===== src/rtl/i2c_reg_bank_if.sv =====
// Byte-level user interface between the I2C slave engine and a register bank.
// The "master" side is the slave engine; the "slave" side is the register bank.
interface i2c_reg_bank_if;
   logic       read_req;
   logic       data_valid;
   logic [7:0] data_from_master;
   logic [7:0] write_cycle_count;
   logic [7:0] data_to_master;

   modport master (output read_req, data_valid, data_from_master, write_cycle_count,
                   input  data_to_master);
   modport slave  (input  read_req, data_valid, data_from_master, write_cycle_count,
                   output data_to_master);
endinterface


===== src/rtl/i2c_reg_bank.sv =====
// Byte-addressed register bank behind an I2C slave: pointer byte then auto-increment.
// Low registers are RW control exported to fabric; high registers read back status_in.
module i2c_reg_bank #(
   parameter int NUM_REGS = 16,
   parameter int ADDR_W   = 4,
   parameter int RW_REGS  = 8,
   parameter logic [RW_REGS*8-1:0] CTRL_INIT = '0
) (
   input  logic                clk,
   input  logic                rst,
   i2c_reg_bank_if.slave       bus,
   input  logic                loc_we,
   input  logic [ADDR_W-1:0]   loc_addr,
   input  logic [7:0]          loc_data,
   input  logic [((NUM_REGS>RW_REGS)?(NUM_REGS-RW_REGS):1)*8-1:0] status_in,
   output logic [RW_REGS*8-1:0] ctrl_regs,
   output logic [NUM_REGS-1:0] wr_strobe,
   output logic [ADDR_W-1:0]   reg_ptr
);

   logic [RW_REGS*8-1:0] ctrl_q;
   logic [NUM_REGS-1:0][7:0] all_regs;
   logic ptr_wr, data_wr;

   // data_valid outranks read_req if both ever arrive together
   assign ptr_wr  = bus.data_valid && (bus.write_cycle_count == 8'd1);
   assign data_wr = bus.data_valid && (bus.write_cycle_count != 8'd1);

   for (genvar g = 0; g < NUM_REGS; g++) begin : g_map
      if (g < RW_REGS) begin : g_rw
         assign all_regs[g] = ctrl_q[8*g +: 8];
      end else begin : g_ro
         assign all_regs[g] = status_in[8*(g-RW_REGS) +: 8];
      end
   end

   always_ff @(posedge clk or posedge rst) begin
      if (rst) begin
         reg_ptr            <= '0;
         ctrl_q             <= CTRL_INIT;
         wr_strobe          <= '0;
         bus.data_to_master <= CTRL_INIT[7:0];
      end else begin
         wr_strobe          <= data_wr ? (NUM_REGS'(1) << reg_ptr) : '0;
         bus.data_to_master <= all_regs[reg_ptr];

         if (ptr_wr)
            reg_ptr <= bus.data_from_master[ADDR_W-1:0];
         else if (data_wr || bus.read_req)
            reg_ptr <= reg_ptr + ADDR_W'(1);

         // I2C write checked first so it wins a same-register collision
         for (int n = 0; n < RW_REGS; n++) begin
            if (data_wr && reg_ptr == ADDR_W'(n))
               ctrl_q[8*n +: 8] <= bus.data_from_master;
            else if (loc_we && loc_addr == ADDR_W'(n))
               ctrl_q[8*n +: 8] <= loc_data;
         end
      end
   end

   assign ctrl_regs = ctrl_q;

endmodule

===== src/flat_wrapper.sv =====
// flat-port wrapper written by rule: the top's interface ports become plain ports
module i2c_reg_bank_flat 
#(
   parameter int NUM_REGS = 16,
   parameter int ADDR_W   = 4,
   parameter int RW_REGS  = 8,
   parameter logic [RW_REGS*8-1:0] CTRL_INIT = '0
)
  (clk, rst, loc_we, loc_addr, loc_data, status_in, ctrl_regs, wr_strobe, reg_ptr, bus_read_req, bus_data_valid, bus_data_from_master, bus_write_cycle_count, bus_data_to_master);
  i2c_reg_bank_if bus_i ();
  input  logic clk;
  input  logic rst;
  input  logic loc_we;
  input  logic [ADDR_W-1:0] loc_addr;
  input  logic [7:0] loc_data;
  input  logic [((NUM_REGS>RW_REGS)?(NUM_REGS-RW_REGS):1)*8-1:0] status_in;
  output logic [RW_REGS*8-1:0] ctrl_regs;
  output logic [NUM_REGS-1:0] wr_strobe;
  output logic [ADDR_W-1:0] reg_ptr;
  input wire logic [$bits(bus_i.read_req)-1:0] bus_read_req;
  input wire logic [$bits(bus_i.data_valid)-1:0] bus_data_valid;
  input wire logic [$bits(bus_i.data_from_master)-1:0] bus_data_from_master;
  input wire logic [$bits(bus_i.write_cycle_count)-1:0] bus_write_cycle_count;
  output wire logic [$bits(bus_i.data_to_master)-1:0] bus_data_to_master;
  assign bus_i.read_req = bus_read_req;
  assign bus_i.data_valid = bus_data_valid;
  assign bus_i.data_from_master = bus_data_from_master;
  assign bus_i.write_cycle_count = bus_write_cycle_count;
  assign bus_data_to_master = bus_i.data_to_master;
  i2c_reg_bank #(.NUM_REGS(NUM_REGS), .ADDR_W(ADDR_W), .RW_REGS(RW_REGS), .CTRL_INIT(CTRL_INIT)) u_core (.clk(clk), .rst(rst), .bus(bus_i), .loc_we(loc_we), .loc_addr(loc_addr), .loc_data(loc_data), .status_in(status_in), .ctrl_regs(ctrl_regs), .wr_strobe(wr_strobe), .reg_ptr(reg_ptr));
endmodule

===== config.mk =====
export PLATFORM = sky130hd
export DESIGN_NAME = i2c_reg_bank_flat
export DESIGN_NICKNAME = d
export VERILOG_FILES = /design/src/rtl/i2c_reg_bank_if.sv /design/src/rtl/i2c_reg_bank.sv /design/src/flat_wrapper.sv
export SDC_FILE = /design/constraint.sdc
export NUM_CORES = 1
export LEC_CHECK = 0
export CAP_MARGIN = 15
export CORE_UTILIZATION = 25
export CTS_CLUSTER_SIZE = 10
export DETAILED_ROUTE_END_ITERATION = 16
export DONT_BUFFER_PORTS = 1
export PLACE_DENSITY = 0.45
export SYNTH_ARGS = -nofsm -noshare
export SYNTH_HDL_FRONTEND = slang
export SYNTH_SLANG_ARGS = --single-unit

===== constraint.sdc =====
create_clock -name clk -period 9.6 [get_ports clk]
set_clock_uncertainty 0.15 [all_clocks]
set_input_delay 1.92 -clock clk [delete_from_list [all_inputs] [get_ports clk]]
set_output_delay 1.92 -clock clk [all_outputs]
set_load 0.01 [all_outputs]

## After elaboration in Yosys (flattened, before gate mapping)

Index checks and enable logic that the tools add are counted.

| word-level totals | value |
|---|---|
| output and inout port bits | 92 |
| logic and storage cells | 81 |
| bits of input ports | 97 |
| bits in registers | 92 |

| operators by class | value |
|---|---|
| mux-type cells | 21 |
| order comparisons | 1 |
| equality and inequality tests | 16 |
| reductions and logical operators | 30 |
| shift operators | 1 |
| $add $sub $neg | 1 |

Operator list:

| kind | number |
|---|---|
| $mux W8 | 17 |
| $bmux W8 S4 | 1 |
| $eq A4 B3 Y1 const B | 8 |
| $logic_and A1 B1 Y1 | 18 |
| $reduce_bool A2 Y1 | 9 |
| $eq A4 B2 Y1 const B | 4 |
| $mux W16 | 1 |
| $shl A1 B4 Y16 const A | 1 |
| $eq A4 B1 Y1 const B | 2 |
| $eq A8 B1 Y1 const B | 1 |
| $logic_not A4 Y1 | 2 |
| $mux W4 | 2 |
| $ne A8 B1 Y1 const B | 1 |
| $lt A4 B5 Y1 const B | 1 |
| $add A4 B1 Y4 const B | 1 |
| $logic_or A1 B1 Y1 | 1 |

## Longest topological paths before layout

| depth | value |
|---|---|
| depth after elaboration | 5 |
| mapped depth | 7 |
| mapped depth without buffers | 5 |

## Worst setup path before layout

OpenSTA, ideal clock, no wires.

| timing | value |
|---|---|
| path kind | input to register |
| start point | input loc_addr[3] |
| end point | register u_core.ctrl_q[48] (netlist: u_core.ctrl_regs[48]) |
| buffers on the path | 0 |
| path slack | 6.186 ns |
| library setup time | 0.125 ns |
| cell stages on the path | 4 |
| arrival time | 3.139 ns |
| data required time | 9.325 ns |
| cell sequence | nand3b_4 nor3b_2 mux2_2 mux2_2 |

| between the ends | value |
|---|---|
| longest elaborated chain between the ends | 3 |

Ends and longest elaborated chain:

| item | RTL line | RTL |
|---|---|---|
| from (decl) | flat_wrapper.sv:14 | `input logic [ADDR_W-1:0] loc_addr;` |
| $eq A4 B3 Y1 | i2c_reg_bank.sv:56 | `else if (loc_we && loc_addr == ADDR_W'(n))` |
| $logic_and A1 B1 Y1 | i2c_reg_bank.sv:56 |  |
| $reduce_bool A2 Y1 (no source line) | n/a |  |
| to (signal, indexed assignment) | i2c_reg_bank.sv:55 | `ctrl_q[8*n +: 8] <= bus.data_from_master;` |
| to (signal, indexed assignment) | i2c_reg_bank.sv:57 | `ctrl_q[8*n +: 8] <= loc_data;` |
| to (decl) | i2c_reg_bank.sv:21 | `logic [RW_REGS*8-1:0] ctrl_q;` |

Every way passes these cells.
A chain may end at the register's enable or synchronous reset.

## Worst setup path after layout

| timing | value |
|---|---|
| start point | input loc_addr[3] |
| end point | register u_core.ctrl_q[31] (netlist: u_core.ctrl_regs[31]) |

| between the ends | value |
|---|---|
| longest elaborated chain between the ends | 3 |

Ends and longest elaborated chain:

| item | RTL line |
|---|---|
| $eq A4 B2 Y1 | i2c_reg_bank.sv:56 |
| $logic_and A1 B1 Y1 | i2c_reg_bank.sv:56 |
| $reduce_bool A2 Y1 (no source line) | n/a |

Every way passes these cells.

==> flow_metrics.tcl <==
set metrics [dict create \
    arrival_ps 3680 \
    placementRows 52 \
    setup-violations-final 0 \
    first_iter_violations 131 \
    p_int_mw 1.16 \
    vias 3298 \
    die_x_um 148 \
    hold_class "reg2reg" \
    place_ws_ps 5590 \
    grt_pass1_wl_um 25000 \
    cts_made_buffers 9 \
    via_per_inst 5.15 \
    antenna_found_initial 1 \
    mappedNetlistArea_um2 5300 \
    power_density_nw_per_um2 311 \
    synth_seq_area_share 0.435 \
    hold_viol_final 0 \
    pin_count 189 \
    route.detailed.drc 0 \
    path_clk_slew_ps 70 \
    reg2reg_slack_ps 7060 \
    post_drt_wl_per_cell_um 27.5 \
    reg2reg_depth 4 \
    cts_hold_buf 0 \
    post-route-min-period_ps 3600 \
    seqPwrFrac 0.455 \
    cts_buffer_depth 2 \
    die-area_um2 21800 \
    p_comb_frac 0.330 \
    finalMaxSlewViolations 0 \
    root_buffer "clkbuf_16" \
    gr-total-overflow 0 \
    drv_cap 0 \
    clockPowerShare 0.215 \
    place_congestion 0.735 \
    fmax_ghz 0.278 \
    synth_edf_count 0 \
    ys_types 34 \
    cts_max_level 3 \
    insertion_delay_ps 350 \
    hpwl_um 12400 \
    hold_start "u_core.reg_ptr[3]" \
    syn_inst 368 \
    grt_max_degree 59 \
    synthArstFlopShare 1.00 \
    avgSynthCellArea_um2 14.4 \
    synth_ff_type "dfrtp_1" \
    p_sw_mw 0.677 \
    die_h_um 148 \
    status "finished, final reports clean" \
    swShare 0.369 \
    critPathMaxFanout 8 \
    synthToLayoutAreaGrowth_pct 11.5 \
    nNetsFinal 468 \
    post-route-period-util 0.375 \
    hold-path-endpoint "u_core.wr_strobe[3]" \
    post_cts_buffers 0 \
    critical_path_class "in2reg" \
    initial_core_util 0.258 \
    cp-start-kind "input port" \
    hold_depth 1 \
    worst_slack_ps 6000 \
    r2r-start "u_core.reg_ptr[1]" \
    drive_gt1_frac 0.535 \
    grt_pass1_vias 3610 \
    max-slew-margin-rel 0.304 \
    wl_um 17600 \
    tns_ps 0 \
    ir_drop_mv 0.108 \
    worst_slew_pin_slew_ps 1040 \
    port_buffers 0 \
    grt_setup_unrepaired "no" \
    leakage_nw 2.47 \
    reg2reg_to "u_core.ctrl_regs[36]" \
    grt.total_usage 0.164 \
    core_area_um2 20500 \
    end_kind "flip-flop" \
    ant_nets 0 \
    yosys_warnings 0 \
    post_cts_resized 0 \
    tritoncts "yes" \
    synth.ff_latch_count 92 \
    syn_nets 471 \
    clock-sinks 92 \
    first_pass_iters 4 \
    cp.required_ps 9680 \
]
metal layers:
layer | global-route usage | vias up | part of all wire | wire length, µm
met5 | 0 | - | 0 | 0
met1 | 0.191 | 1723 | 0.41 | 7240
met4 | 0.0438 | 0 | 0.014 | 252
met3 | 0.0549 | 14 | 0.077 | 1350
li1 | - | 1413 | - | -
met2 | 0.286 | 148 | 0.50 | 8760
worst max-delay path, cell delays in order:
cell and delay, ps:
nor3b_4 260, nor2b_1 830, mux2_2 420, mux2_2 260
synthesized netlist by cell type (2+ instances only):
cell type | number | area, µm²
nand3b_2 | 2 | 22.5
and3_1 | 9 | 56.3
nor2b_1 | 2 | 12.5
nor2_1 | 6 | 22.5
a21o_1 | 2 | 15.0
and4_4 | 2 | 22.5
nand2_1 | 13 | 48.8
a211oi_1 | 3 | 22.5
mux4_2 | 32 | 721
nand3_2 | 6 | 60.1
nor3b_4 | 2 | 37.5
ha_1 | 6 | 75.1
buf_6 | 2 | 22.5
buf_2 | 7 | 35.0
clkbuf_1 | 9 | 33.8
mux2_2 | 125 | 1410
mux2_1 | 3 | 33.8
a22oi_1 | 16 | 120
nor3_1 | 5 | 25.0
inv_1 | 11 | 41.3
dfrtp_1 | 92 | 2300
worst max-delay path by stage:
stage                                              end  depth (start not counted)  slack (ps)        start
final                             u_core.ctrl_regs[31]                          4        6000  loc_addr[3]
after global routing              u_core.ctrl_regs[28]                          4        5900  loc_addr[3]
after CTS                         u_core.ctrl_regs[24]                          4        5970  loc_addr[3]
after detailed placement          u_core.ctrl_regs[24]                          4        5590  loc_addr[3]
after global placement            u_core.ctrl_regs[30]                          4        5630  loc_addr[3]
after floorplan           u_core.bus.data_to_master[0]                          1        5140          rst
final cells by class:
cell class / count / area [µm²]
clock inverter: 5 / 82.6
tap: 270 / 338
timing repair buffer: 4 / 30.0
inverter: 11 / 43.8
clock buffer: 11 / 243
antenna: 1 / 2.50
multi-input combinational: 247 / 2860
sequential: 92 / 2300
fill: 2090 / 14600
power groups by stage:
stage / Combinational, mW / Clock [mW] / Sequential, mW
after floorplan: 0.513 / 0 / 0.736
after global placement: 0.596 / 0 / 0.842
after detailed placement: 0.614 / 0 / 0.849
after CTS: 0.616 / 0.412 / 0.841
after global routing: 0.663 / 0.422 / 0.861
final: 0.606 / 0.394 / 0.834
flip-flops by register name, summed over array words and instances, names as in the netlist:
signal,cells
u_core.ctrl_regs,64
u_core.reg_ptr,4
u_core.wr_strobe,16
u_core.bus.data_to_master,8
logic make-up (layout without fill, tap and decap cells):
group,count (synthesis),count (layout),share of synthesized area
DFF,92,92,0.435
buffers and inverters,29,31,0.0250
adders and majority gates,6,6,0.0142
muxes,161,161,0.410
and+or+nand+nor,55,55,0.0785
other,0,1,0
AOI/OAI and AO/OA,25,25,0.0373
cells in the final DEF (no fill, tap or decap), types with 4 or more instances in the layout:
cell | synthesis | routed
nor2_1 | 6 | 6
nand2_1 | 13 | 13
mux2_2 | 125 | 125
nand3_2 | 6 | 6
ha_1 | 6 | 6
inv_1 | 11 | 10
and3_1 | 9 | 9
buf_4 | 0 | 4
mux4_2 | 32 | 32
a22oi_1 | 16 | 16
nor3_1 | 5 | 5
dfrtp_1 | 92 | 90
clkbuf_16 | 0 | 9
stage by stage:
stage          power (mW)  cells  hold slack [ps]  area, µm²   util
2_1_floorplan        1.25    368              517       5300      -
3_3_place_gp         1.44    624              567       5580  0.272
3_5_place_dp         1.46    624              566       5580  0.272
4_1_cts              1.87    640              580       5900  0.288
5_1_grt              1.95    641              613       5900  0.288
6_report             1.83    641              578       5900  0.288
Note: power is estimated with default switching activity, not from simulation.
